File: src/rtl/mem_copy_pkg.sv
// Shared encodings for the memory copy/fill engine.
package mem_copy_pkg;

   typedef enum logic [1:0] {
      IDLE  = 2'd0,
      READ  = 2'd1,
      WRITE = 2'd2,
      DONE  = 2'd3
   } state_t;

   localparam logic MODE_COPY = 1'b0;
   localparam logic MODE_FILL = 1'b1;

endpackage

File: src/rtl/mcp_addr_gen.sv
// Single wrapping address pointer with load, step and direction control.
module mcp_addr_gen #(
   parameter int unsigned ADDR_WIDTH = 8
) (
   input  logic                  clk,
   input  logic                  rst,
   input  logic                  load,
   input  logic [ADDR_WIDTH-1:0] load_val,
   input  logic                  step,
   input  logic                  down,
   output logic [ADDR_WIDTH-1:0] ptr
);

   // Pointer register; load wins over step, arithmetic wraps naturally.
   always_ff @(posedge clk) begin
      if (rst) begin
         ptr <= '0;
      end else if (load) begin
         ptr <= load_val;
      end else if (step) begin
         ptr <= down ? ptr - ADDR_WIDTH'(1) : ptr + ADDR_WIDTH'(1);
      end
   end

endmodule

File: src/rtl/mem_copy_engine.sv
// Block copy / block fill bus master for the single-port data RAM.
module mem_copy_engine
   import mem_copy_pkg::*;
#(
   parameter int unsigned DATA_WIDTH = 8,
   parameter int unsigned ADDR_WIDTH = 8
) (
   input  logic                  clk,
   input  logic                  rst,
   input  logic                  start,
   input  logic                  mode,
   input  logic [ADDR_WIDTH-1:0] src_addr,
   input  logic [ADDR_WIDTH-1:0] dst_addr,
   input  logic [ADDR_WIDTH:0]   len,
   input  logic [DATA_WIDTH-1:0] fill_data,
   output logic                  busy,
   output logic                  done,
   output logic                  mem_wr_rdn,
   output logic [ADDR_WIDTH-1:0] mem_addr,
   output logic [DATA_WIDTH-1:0] mem_w_data,
   input  logic [DATA_WIDTH-1:0] mem_r_data
);

   localparam int unsigned CNT_WIDTH = ADDR_WIDTH + 1;

   state_t                state;
   logic                  mode_q;
   logic                  down_q;
   logic [CNT_WIDTH-1:0]  cnt;
   logic [ADDR_WIDTH-1:0] src_ptr;
   logic [ADDR_WIDTH-1:0] dst_ptr;

   logic                  accept_c;
   logic                  desc_c;
   logic [ADDR_WIDTH-1:0] len_lo_c;
   logic [ADDR_WIDTH-1:0] diff_c;
   logic [ADDR_WIDTH-1:0] src_init_c;
   logic [ADDR_WIDTH-1:0] dst_init_c;
   logic [ADDR_WIDTH-1:0] dst_load_c;

   // Command acceptance and copy direction: descend when the destination
   // starts inside the source window so unread source words are not clobbered.
   assign accept_c   = (state == IDLE) && start;
   assign len_lo_c   = len[ADDR_WIDTH-1:0];
   assign diff_c     = dst_addr - src_addr;
   assign desc_c     = (mode == MODE_COPY) && (diff_c != '0) && ({1'b0, diff_c} < len);
   assign src_init_c = desc_c ? src_addr + len_lo_c - ADDR_WIDTH'(1) : src_addr;
   assign dst_init_c = desc_c ? dst_addr + len_lo_c - ADDR_WIDTH'(1) : dst_addr;
   // Fill issues the first write straight from the command, so its pointer starts one ahead.
   assign dst_load_c = (mode == MODE_FILL) ? dst_addr + ADDR_WIDTH'(1) : dst_init_c;

   // Source pointer advances once its word has been read.
   mcp_addr_gen #(.ADDR_WIDTH(ADDR_WIDTH)) u_src (
      .clk      (clk),
      .rst      (rst),
      .load     (accept_c),
      .load_val (src_init_c),
      .step     (state == READ),
      .down     (down_q),
      .ptr      (src_ptr)
   );

   // Destination pointer advances on every write.
   mcp_addr_gen #(.ADDR_WIDTH(ADDR_WIDTH)) u_dst (
      .clk      (clk),
      .rst      (rst),
      .load     (accept_c),
      .load_val (dst_load_c),
      .step     (state == WRITE),
      .down     (down_q),
      .ptr      (dst_ptr)
   );

   // FSM with registered bus outputs; mem_w_data doubles as the data register.
   always_ff @(posedge clk) begin
      if (rst) begin
         state      <= IDLE;
         busy       <= 1'b0;
         done       <= 1'b0;
         mem_wr_rdn <= 1'b0;
         mem_addr   <= '0;
         mem_w_data <= '0;
         cnt        <= '0;
         mode_q     <= MODE_COPY;
         down_q     <= 1'b0;
      end else begin
         done       <= 1'b0;
         mem_wr_rdn <= 1'b0;
         case (state)
            IDLE: begin
               if (start) begin
                  busy   <= 1'b1;
                  cnt    <= len;
                  mode_q <= mode;
                  down_q <= desc_c;
                  if (mode == MODE_FILL) begin
                     mem_w_data <= fill_data;
                  end
                  if (len == '0) begin
                     state <= DONE;
                     done  <= 1'b1;
                  end else if (mode == MODE_COPY) begin
                     state    <= READ;
                     mem_addr <= src_init_c;
                  end else begin
                     state      <= WRITE;
                     mem_addr   <= dst_addr;
                     mem_wr_rdn <= 1'b1;
                  end
               end
            end
            READ: begin
               mem_w_data <= mem_r_data;
               state      <= WRITE;
               mem_addr   <= dst_ptr;
               mem_wr_rdn <= 1'b1;
            end
            WRITE: begin
               cnt <= cnt - CNT_WIDTH'(1);
               if (cnt == CNT_WIDTH'(1)) begin
                  state <= DONE;
                  done  <= 1'b1;
               end else if (mode_q == MODE_COPY) begin
                  state    <= READ;
                  mem_addr <= src_ptr;
               end else begin
                  state      <= WRITE;
                  mem_addr   <= dst_ptr;
                  mem_wr_rdn <= 1'b1;
               end
            end
            DONE: begin
               busy  <= 1'b0;
               state <= IDLE;
            end
         endcase
      end
   end

endmodule
File: config.mk
export PLATFORM = sky130hd
export DESIGN_NAME = mem_copy_engine
export DESIGN_NICKNAME = d
export VERILOG_FILES = /design/src/rtl/mem_copy_pkg.sv /design/src/rtl/mcp_addr_gen.sv /design/src/rtl/mem_copy_engine.sv
export SDC_FILE = /design/constraint.sdc
export NUM_CORES = 1
export LEC_CHECK = 0
export CAP_MARGIN = 0
export CORE_MARGIN = 2
export CORE_UTILIZATION = 50
export DETAILED_ROUTE_END_ITERATION = 7
export GPL_TIMING_DRIVEN = 0
export PLACE_DENSITY = 0.74
export SYNTH_ARGS = -nofsm -noshare
export SYNTH_HDL_FRONTEND = slang
export SYNTH_SLANG_ARGS = --single-unit
File: constraint.sdc
create_clock -name clk -period 6.3 [get_ports clk]
set_input_delay 1.26 -clock clk [delete_from_list [all_inputs] [get_ports clk]]
set_output_delay 1.26 -clock clk [all_outputs]
set_load 0.05 [all_outputs]
== Yosys cells after proc, flatten, opt, wreduce, memory -nomap -nowiden ==
Index checks and enable logic that the tools add are counted.
Cells by class
  add/subtract/negate cells: 11
  order comparisons: 1
  eq/ne operators: 8
  multiplexer cells: 38
  bitwise logic cells: 1
  reductions and logical operators: 17
Operator list (number)
  $mux 8: 16
  $sub 8x1->8 const B: 4
  $add 8x1->8 const B: 3
  $pmux 8 s3: 1
  $pmux 9 s2: 1
  $add 8x8->8: 2
  $pmux 8 s2: 1
  $mux 2: 5
  $reduce_bool 2->1: 5
  $eq 9x1->1 const B: 1
  $logic_not 9->1: 1
  $lt 8x9->1: 1
  $mux 1: 9
  $mux 9: 1
  $sub 9x1->9 const B: 1
  $ne 2x2->1 const B: 4
  $pmux 2 s4: 1
  $reduce_bool 8->1: 1
  $sub 8x8->8: 1
  $reduce_and 2->1: 3
  $eq 2x2->1 const B: 2
  $pmux 1 s2: 2
  $reduce_and 4->1: 1
  $logic_and 1x1->1: 3
  6 further kinds: 6
Storage, ports and cells
  register bits: 48

== Longest topological paths before layout ==
  depth in word-level cells: 9
  gate-level depth with buffers: 17
  gate-level depth less buffers: 15

== Modules after synthesis ==
Synthesis repeated with hierarchy kept, for this count alone.
Second synthesis, totals
  cells, all modules: 695
  area total of the unflattened synthesis: 5301.3 sq um
Modules (own cells, without submodules)
  mem_copy_engine: times used 1, cells each 517, area an instance 3819.9 sq um
  mcp_addr_gen: times used 2, cells each 89, area an instance 740.7 sq um

== Least setup slack after synthesis ==
Ideal clock, no wire load.
  path type: input to register
  from: in src_addr[3]
  to: reg u_dst.ptr[3]
  arrival: 4331 ps
  slack: 1878 ps
  cell stages on the path: 16
  path through: inv_1 > ha_1 > a21oi_1 > nor2b_1 > or3_1 > and3_1 > or2_2 > ha_1 > nor3b_1 > nor3_1 > o21a_1 > o31a_1 > buf_6 > buf_2 > nand3_1 > a311oi_1
Between the ends
  cells in the longest elaborated chain, start to end: 7
  elaborated cells on any way between the ends: 8
  those cells by class: add/sub: 1; order compare: 1; mux: 3; reduce/logical: 3
RTL lines
  start, declared: line mem_copy_engine.sv:12  | input logic [ADDR_WIDTH-1:0] src_addr,
  $sub 8x8->8 (*): line mem_copy_engine.sv:45  | assign diff_c = dst_addr - src_addr;
  branches (longest 2 deep; another with $lt 8x9->1)
  $logic_and 1x1->1 (*): line mem_copy_engine.sv:46  | assign desc_c = (mode == MODE_COPY) && (diff_c != '0) && ({1'b0, diff_c} < len);
  $mux 8 (*): line mem_copy_engine.sv:48  | assign dst_init_c = desc_c ? dst_addr + len_lo_c - ADDR_WIDTH'(1) : dst_addr;
  $mux 8 (*): line mem_copy_engine.sv:50  | assign dst_load_c = (mode == MODE_FILL) ? dst_addr + ADDR_WIDTH'(1) : dst_init_c;
  $mux 8 (*): line mcp_addr_gen.sv:18  | end else if (load) begin
  end signal, assigned: line mcp_addr_gen.sv:19  | ptr <= load_val;
  end signal, assigned: line mcp_addr_gen.sv:21  | ptr <= down ? ptr - ADDR_WIDTH'(1) : ptr + ADDR_WIDTH'(1);
  end, declared: line mcp_addr_gen.sv:11  | output logic [ADDR_WIDTH-1:0] ptr
Mark *: on every way between the ends.
A chain may end at the register's enable or synchronous reset.

== Final worst setup path ==
  from: in dst_addr[0]
  to: reg u_dst.ptr[3]
Between the ends
  cells in the longest elaborated chain, start to end: 7
  elaborated cells on any way between the ends: 11
  those cells by class: add/sub: 4; order compare: 1; mux: 3; reduce/logical: 3
RTL lines
  start, declared: line mem_copy_engine.sv:13  | input logic [ADDR_WIDTH-1:0] dst_addr,
  branches (longest 5 deep; another with $lt 8x9->1)
  $mux 8 (*): line mem_copy_engine.sv:50
  $mux 8 (*): line mcp_addr_gen.sv:18
Marks and branches as above.

==> out/qor.csv <==
stage;metric;value;unit
outcome;status;finished, final reports clean;
clocking;cts.sinks;48;
floorplanning;row_count;35;
setup_path;reg2reg_to;mem_addr[0];
final_layout;post-route-util;0.613;
final_layout;nets;831;
floorplanning;ioPinCount;64;
clocking;cts_buffer_depth;2;
clocking;cts_hold_buf;0;
floorplanning;fp.coreArea;9330;um^2
pwr;pwr-share-clk;0.192;
synth;synth_compound_area_frac;0.253;
pwr;seqPwrFrac;0.316;
sta;worst_slew_pin_slew;794;ps
synth;synth.area.mux_share;0.0425;
synth;async_flop_share;0;
pwr;internal_power;0.000690;W
placement;dp_hpwl;11800;um
synth;ys_types;62;
setup_path;r2r_slack;3020;ps
synth;synthAdderAreaFrac;0.173;
worst_hold_path;min-delay-start;cnt[4];
pwr;p_total;0.00118;W
synth;avgSynthCellArea;7.40;um^2
setup_path;path_max_fanout;10;
placement;gp_congestion;0.931;
synth;syn-cell-area;4830;um^2
placement;io_buffer_count;62;
detailed_routing;wl;14900;um
sta;setup-violations-final;0;
global_route;grt_antenna_before_repair;0;
synth;yosys_most_used_dff;dfxtp_1;
synth;synth_edf_count;0;
sta;fin_skew;3.74;ps
job;maxCapViolations;0;
detailed_routing;via_count;5147;
floorplanning;dieWidth;102;um
sta;rsz0062_at_grt;no;
pwr;power_switching;0.000494;W
pwr;cellLeakagePower;2.40;nW
clocking;cts-buffers-inserted;5;
final_layout;n_antenna_cell;0;
pwr;ir_drop;114;uV
detailed_routing;drc;0;
sta;post-route-period-util;0.843;
synth;yosysWarnings;0;
global_route;grt_pass1_wl;23600;um
sta;slew_headroom;0.470;
floorplanning;dieArea;10500;um^2
clocking;cts_tree;yes;
detailed_routing;first_pass_iters;6;
worst_hold_path;hold_path.class;register to register;
synth;yosys.area_share.xor_xnor;0.0471;
global_route;grt_max_degree;18;
global_route;grt_overflow;0;
clocking;cts_setup_buffers;0;
synth;synth_nets;762;
detailed_routing;wl_per_cell;17.5;um
final_layout;n_fill_cell;888;
final_layout;syn2layout_area_growth;18.4;%
clocking;cts.reportedPaths.clkPinSlew;90;ps
sta;hold_viol;0;
floorplanning;die_h;102;um
global_route;grt_pass1_vias;4774;
clocking;cts-htree-levels;2;
final_layout;layout_commonest_cell;inv_1;
worst_hold_path;hold_end;cnt[4];
setup_path;start_kind;primary input;
sta;setup-tns-final;0;ps
setup_path;critical_path_class;primary input to register;
pwr;swShare;0.417;
final_layout;drive_gt1_frac;0.0249;
setup_path;worst_setup_path_end_kind;register;
clocking;worstSkewPairLatency;300;ps
pwr;power_density;207;nW/um^2
final_layout;most-common-layout-cells;75 x inv_1, 62 x nand2_1, 62 x clkdlybuf4s50_1, 59 x ha_1, 53 x nor2_1;
synth;ys_ff_latch;48;
pwr;power_frac_comb;0.492;
sta;clock.fmax;188;MHz
synth;seq_area_frac_synth;0.199;
setup_path;worstPathArrival;5520;ps
synth;syn-instance-count;653;
detailed_routing;drtAntennaViolNets;0;
synth;yosys.area_share.simple;0.202;
setup_path;crit_required;6510;ps
worst_hold_path;hold_depth;2;
clocking;clock-root-buffer;clkbuf_8;
sta;period_needed;5310;ps
sta;slew_viol_final;0;
detailed_routing;vias_per_cell;6.04;
clocking;cts_resized;0;
floorplanning;initial_core_util;0.518;
setup_path;r2r-start;state[0];
global_route;grt.total_usage;0.288;
sta;hold_ws;474;ps
setup_path;reg2reg_depth;9;
detailed_routing;drt_iter0_markers;383;
synth;synth_top_family_by_area;compound AO/OA/AOI/OAI gates;
==> registers in the layout, indices dropped and copies added (netlist names) <==
| register | count |
|---|---|
| u_dst.ptr | 8 |
| mem_w_data | 8 |
| done | 1 |
| down_q | 1 |
| u_src.ptr | 8 |
| mode_q | 1 |
| busy | 1 |
| state | 2 |
| mem_addr | 8 |
| mem_wr_rdn | 1 |
| cnt | 9 |
==> layout make-up <==
type | count | area, um^2 | share of cell area
flip-flops and latches | 48 | 961 | 0.168
inverters | 77 | 289 | 0.0505
clock buffers | 6 | 72.6 | 0.0127
repair buffers | 62 | 621 | 0.108
plain buffers | 27 | 111 | 0.0195
clock inverters | 2 | 35.0 | 0.00612
well taps | 129 | 161 | 0.0282
multi-input cells | 501 | 3470 | 0.607
==> power by group through the flow <==
| stage | clock, W | sequential, W | combinational (W) |
|---|---|---|---|
| floorplan | 0 | 0.000422 | 0.000354 |
| global placement | 0 | 0.000379 | 0.000558 |
| detailed placement | 0 | 0.000380 | 0.000569 |
| CTS | 0.000230 | 0.000373 | 0.000574 |
| global route | 0.000240 | 0.000379 | 0.000640 |
| finish | 0.000227 | 0.000375 | 0.000583 |
==> cells in the mapped netlist, types with 9 or more instances <==
cell      instances  area share
dfxtp_1          48        0.20
or3_1             9       0.012
nor3_1           18       0.019
xor2_1           11       0.020
ha_1             59        0.15
a21oi_1          50       0.052
xnor2_1          15       0.027
nand2_1          62       0.048
nand3_1          18       0.019
o21ai_0          34       0.035
inv_1            75       0.058
nor2_1           53       0.041
nor2b_1          10       0.013
mux2i_1          16       0.033
a211oi_1         20       0.031
clkbuf_1         22       0.017
==> cells by family (layout without fill, tap and decap cells) <==
logic type	count (synthesis)	count (layout)
adders and majority gates	64	64
muxes	20	20
DFF	48	48
buffers and inverters	104	174
AOI/OAI and AO/OA	185	185
xor gates and xnor gates	26	26
and+or+nand+nor	206	206
==> worst max-delay path, cell delays in order <==
cell	delay, ps
clkdlybuf4s50_1	650
inv_1	160
ha_1	220
inv_1	70
fa_1	220
a211oi_2	100
or2_1	270
o311ai_1	420
ha_1	340
a21oi_1	150
nor3b_1	70
nor3_1	220
o21a_1	220
o31a_1	250
buf_6	190
buf_2	260
nand3_1	150
a311oi_1	300
==> how the worst max path moves through the flow <==
stage,end,cells after the start,slack (ps),from
final,u_dst.ptr[3],18,990,dst_addr[0]
after global routing,u_dst.ptr[3],18,720,dst_addr[0]
after CTS,u_dst.ptr[3],18,1070,dst_addr[0]
after detailed placement,u_dst.ptr[3],18,770,dst_addr[0]
after global placement,u_dst.ptr[3],15,820,dst_addr[4]
after floorplan,u_dst.ptr[3],16,1880,src_addr[3]
==> through the flow <==
step	area (um^2)	std cells	worst slack, ps
after floorplan	4830	653	1880
after global placement	5610	844	819
after detailed placement	5610	844	775
after CTS	5720	852	1070
after global routing	5720	852	722
final	5720	852	989
==> per-layer routing <==
metal | share of wire | GRT usage
met1 | 0.42 | 0.378
met2 | 0.46 | 0.490
met3 | 0.086 | 0.0410
met4 | 0.028 | 0.0872
met5 | 0 | 0
Power figures use the tool's default switching activity.
